==> config.mk <==
export PLATFORM = sky130hd
export DESIGN_NAME = nibble_serial_adder_ctrl
export DESIGN_NICKNAME = d
export VERILOG_FILES = /design/src/rtl/nibble_serial_adder_ctrl_pkg.sv /design/src/rtl/nibble_serial_adder_ctrl_slice.sv /design/src/rtl/nibble_serial_adder_ctrl.sv
export SDC_FILE = /design/constraint.sdc
export NUM_CORES = 1
export LEC_CHECK = 0
export ABC_AREA = 1
export CAP_MARGIN = 20
export CORE_UTILIZATION = 54
export CTS_BUF_LIST = sky130_fd_sc_hd__clkbuf_8 sky130_fd_sc_hd__clkbuf_16
export DETAILED_ROUTE_END_ITERATION = 16
export PLACE_DENSITY = 0.82
export SYNTH_ARGS = -nofsm -noshare
export SYNTH_HDL_FRONTEND = slang
export SYNTH_SLANG_ARGS = --single-unit
==> constraint.sdc <==
create_clock -name clk -period 6.4 [get_ports clk]
set_input_delay 1.28 -clock clk [delete_from_list [all_inputs] [get_ports clk]]
set_output_delay 1.28 -clock clk [all_outputs]
set_load 0.05 [all_outputs]
==> src/rtl/nibble_serial_adder_ctrl_pkg.sv <==
// Shared types and helpers for the nibble-serial adder controller.
// Nibble width, FSM state encoding and nibble count.
package adder_ctrl_pkg;

  localparam int NIB_W = 4;

  typedef enum logic [1:0] {
    IDLE = 2'd0,
    RUN  = 2'd1,
    DONE = 2'd2
  } state_e;

  function automatic int nibbles(input int width);
    return width / NIB_W;
  endfunction

endpackage

==> src/rtl/nibble_serial_adder_ctrl_slice.sv <==
// Combinational 4-bit ripple-carry adder slice.
// c3 is the carry into the top bit, used for signed overflow.
module add4_slice
  import adder_ctrl_pkg::*;
(
  input  logic [NIB_W-1:0] a,
  input  logic [NIB_W-1:0] b,
  input  logic             cin,
  output logic [NIB_W-1:0] s,
  output logic             cout,
  output logic             c3
);

  logic [NIB_W:0] c;

  always_comb begin
    c    = '0;
    s    = '0;
    c[0] = cin;
    for (int i = 0; i < NIB_W; i++) begin
      s[i]   = a[i] ^ b[i] ^ c[i];
      c[i+1] = (a[i] & b[i]) | (c[i] & (a[i] ^ b[i]));
    end
  end

  assign cout = c[NIB_W];
  assign c3   = c[NIB_W-1];

endmodule

==> src/rtl/nibble_serial_adder_ctrl.sv <==
// WIDTH-bit adder built from one 4-bit slice, one nibble per cycle.
// Define ADD_OVF_EN to add the registered signed-overflow output ovf.
module nibble_serial_adder_ctrl
  import adder_ctrl_pkg::*;
#(
  parameter int WIDTH = 16
) (
  input  logic             clk,
  input  logic             rst_n,
  input  logic             in_valid,
  output logic             in_ready,
  input  logic [WIDTH-1:0] a,
  input  logic [WIDTH-1:0] b,
  input  logic             cin,
  output logic             out_valid,
  input  logic             out_ready,
  output logic [WIDTH-1:0] sum,
  output logic             cout,
  output logic             busy
`ifdef ADD_OVF_EN
  ,
  output logic             ovf
`endif
);

  localparam int NIB = nibbles(WIDTH);
  localparam int IW  = (NIB > 1) ? $clog2(NIB) : 1;

  state_e                  state;
  logic [NIB-1:0][NIB_W-1:0] a_q;
  logic [NIB-1:0][NIB_W-1:0] b_q;
  logic [NIB-1:0][NIB_W-1:0] sum_q;
  logic [IW-1:0]           idx;
  logic                    carry_q;
  logic                    cout_q;
  logic [NIB_W-1:0]        s;
  logic                    co;
  logic                    last;

`ifdef ADD_OVF_EN
  logic c3;
  logic ovf_q;
`else
  logic unused_c3;
`endif

  add4_slice u_slice (
    .a    (a_q[idx]),
    .b    (b_q[idx]),
    .cin  (carry_q),
    .s    (s),
    .cout (co),
`ifdef ADD_OVF_EN
    .c3   (c3)
`else
    .c3   (unused_c3)
`endif
  );

  assign last = (idx == IW'(NIB - 1));

  always_ff @(posedge clk or negedge rst_n) begin
    if (!rst_n) begin
      state   <= IDLE;
      a_q     <= '0;
      b_q     <= '0;
      sum_q   <= '0;
      idx     <= '0;
      carry_q <= 1'b0;
      cout_q  <= 1'b0;
`ifdef ADD_OVF_EN
      ovf_q   <= 1'b0;
`endif
    end else begin
      unique case (state)
        IDLE: begin
          if (in_valid) begin
            a_q     <= a;
            b_q     <= b;
            carry_q <= cin;
            idx     <= '0;
            state   <= RUN;
          end
        end
        RUN: begin
          sum_q[idx] <= s;
          carry_q    <= co;
          idx        <= idx + IW'(1);
          if (last) begin
            cout_q <= co;
`ifdef ADD_OVF_EN
            ovf_q  <= c3 ^ co;
`endif
            state  <= DONE;
          end
        end
        DONE: begin
          if (out_ready) state <= IDLE;
        end
        default: state <= IDLE;
      endcase
    end
  end

  assign sum       = sum_q;
  assign cout      = cout_q;
  assign in_ready  = (state == IDLE);
  assign out_valid = (state == DONE);
  assign busy      = (state != IDLE);
`ifdef ADD_OVF_EN
  assign ovf       = ovf_q;
`endif

endmodule
==> flow_summary.json <==
{
  "status": "finished, violations left",
  "violations": "DRC",
  "p_total_uw": 1888,
  "r2r-end": "sum[7]$_DFFE_PN0P_",
  "relSlewSlack": 0.5042,
  "end_kind": "output pin",
  "cts_tree": "done",
  "synthCells": 323,
  "drt-pass1-iter-count": 11,
  "n_antenna_cell": 0,
  "utilization": 0.7262,
  "synth.net_count": 368,
  "hold_buffers": 0,
  "num_vias": 2206,
  "rr_startpoint": "idx[0]$_DFFE_PN0P_",
  "worstSetupPathType": "reg -> out",
  "gp_congestion": 0.8216,
  "routed_via_density": 5.166,
  "syn_to_final_growth_pct": 26.07,
  "multi_input_area_um2": 1081,
  "worstPathMaxFanout": 36,
  "track_usage": 0.2350,
  "rsz0062_at_grt": "no",
  "io_buffers": 56,
  "dpl.hpwl_um": 3751,
  "hold_viol": 0,
  "wl_per_cell_um": 12.50,
  "postRouteAntennaNets": 0,
  "die_w_um": 71.09,
  "drt_iter0_markers": 151,
  "yosys.area.top_type_share": 0.5243,
  "ys_warn_count": 0,
  "tns_ps": 0,
  "cts_max_level": 2,
  "clkLatencyLatePin_ps": 300,
  "nets": 419,
  "setup_violations": 0,
  "cts_buffers": 5,
  "cts_setup_buffers": 0,
  "finalMaxSlewViolations": 0,
  "num_rows": 24,
  "core-area_um2": 4474,
  "synthTopCellsByArea": "dfrtp_1 (52%), nand2_1 (25%), nand3_1 (8.2%), fa_1 (3.1%), inv_1 (2.5%)",
  "cp.required_ps": 5120,
  "start_kind": "flop",
  "synth_seq_cells": 54,
  "gr-total-overflow": 0,
  "arrival_ps": 2340,
  "syn_area_um2": 2577,
  "crit_path_start": "state[0]$_DFFE_PN0P_",
  "worstMarginPinSlew_ps": 742.0,
  "start_util": 0.5761,
  "cts-root-buf": "clkbuf_8",
  "p_leak_uw": 0.001685,
  "dp_cells": 419,
  "finalWirelength_um": 5339,
  "ys_types": 17,
  "power_density_nw_per_um2": 580.9,
  "cts.sinks": 54,
  "timing.final.crit_share": 0.5654,
  "io_pins": 57,
  "min_from": "sum[13]$_DFFE_PN0P_",
  "yosysTopAreaCell": "dfrtp_1",
  "syn_avg_cell_area_um2": 7.980,
  "fin_skew_ps": 6.724,
  "peakVddDrop_uv": 266.3,
  "reg2reg_slack_ps": 2900,
  "clockBufferDepth": 2,
  "cts_resized": 0,
  "antenna_found_initial": 0,
  "yosysSeqAreaShare": 0.5243,
  "min_path_cells": 2,
  "fmax_mhz": 276.4,
  "die_y_um": 71.09,
  "clkSlewWorstSetupHoldPaths_ps": 90,
  "drive_gt1_frac": 0.04267,
  "crit_end": "in_ready",
  "finalCriticalPeriod_ps": 3618,
  "hold_class": "reg -> reg",
  "final_cells": 427,
  "maxCapViolCount": 0,
  "grt_max_degree": 55,
  "dieArea_um2": 5053,
  "route.detailed.drc": 4,
  "seqCellArea_um2": 1351,
  "grt_pass1_wl_um": 9294,
  "grt_pass1_vias": 2140,
  "fillers": 353,
  "rr_worst_depth": 15
}
-- synth_stat cells (all sizes together) --
library cell,number
fa,4
clkinv,1
dfrtp,54
nand2,171
inv,18
o211ai,4
ha,4
o21ai,3
buf,11
o31ai,1
nand3,42
clkbuf,3
nor2,7
-- critical path, stage by stage, from the launching register on --
cell	delay, ps
dfrtp_1	480
nor2_4	600
clkdlybuf4s50_1	930
-- where the power goes --
part           switching, µW  total, µW  internal [µW]
Combinational            696       1040            344
Clock                    105        214            109
Sequential               129        634            505
-- metrics by stage --
stage	setup slack [ps]	hold slack (ps)	area, µm²
2_1_floorplan	3660	441.9	2577
3_3_place_gp	3109	455.3	3139
3_5_place_dp	2960	458.4	3139
4_1_cts	2784	481.1	3249
5_1_grt	2524	488.5	3249
6_report	2782	474.5	3249
-- logic make-up after synthesis --
family,count (synthesis),share of synthesized area
and+or+nand+nor,220,0.3485
adders and majority gates,8,0.05049
AOI/OAI and AO/OA,8,0.02039
DFF,54,0.5243
buffers and inverters,33,0.05631
-- cell usage in the layout, fill, tap and decap left out, types with 3 or more instances in the layout --
cell type / synthesis / routed
clkbuf_8: 0 / 8
clkdlybuf4s50_1: 0 / 55
dfrtp_1: 54 / 54
fa_1: 4 / 4
ha_1: 4 / 4
inv_1: 17 / 17
nand2_1: 169 / 169
nand3_1: 42 / 42
nor2_1: 5 / 5
o211ai_1: 4 / 4
o21ai_0: 3 / 3
-- cell type report --
class | instances | share of cell area
sequential | 54 | 0.4159
multi-input combinational | 236 | 0.3327
timing repair buffer | 58 | 0.1756
clock buffer | 8 | 0.03389
inverter | 19 | 0.02195
tap | 52 | 0.02002
-- worst min path at each step --
stage	to	slack (ps)
floorplan	a_q[4]$_DFFE_PN0P_	440
global route	a_q[7]$_DFFE_PN0P_	490
finish	sum[13]$_DFFE_PN0P_	470
detailed placement	sum[13]$_DFFE_PN0P_	460
global placement	sum[13]$_DFFE_PN0P_	460
CTS	sum[13]$_DFFE_PN0P_	480
-- routing by layer --
metal / global-route usage / up-vias / wire, µm
met5: 0 / - / 0
met4: 0.08000 / 0 / 131
met3: 0.04558 / 14 / 284
met2: 0.3910 / 74 / 2569
met1: 0.3111 / 1017 / 2354
li1: - / 1101 / -
-- sequential cells by signal, indices dropped and copies added (netlist names) --
name / count
b_q: 16
sum: 16
idx: 2
cout: 1
state: 2
a_q: 16
carry_q: 1
No activity file was read; power rests on OpenSTA's default activity.
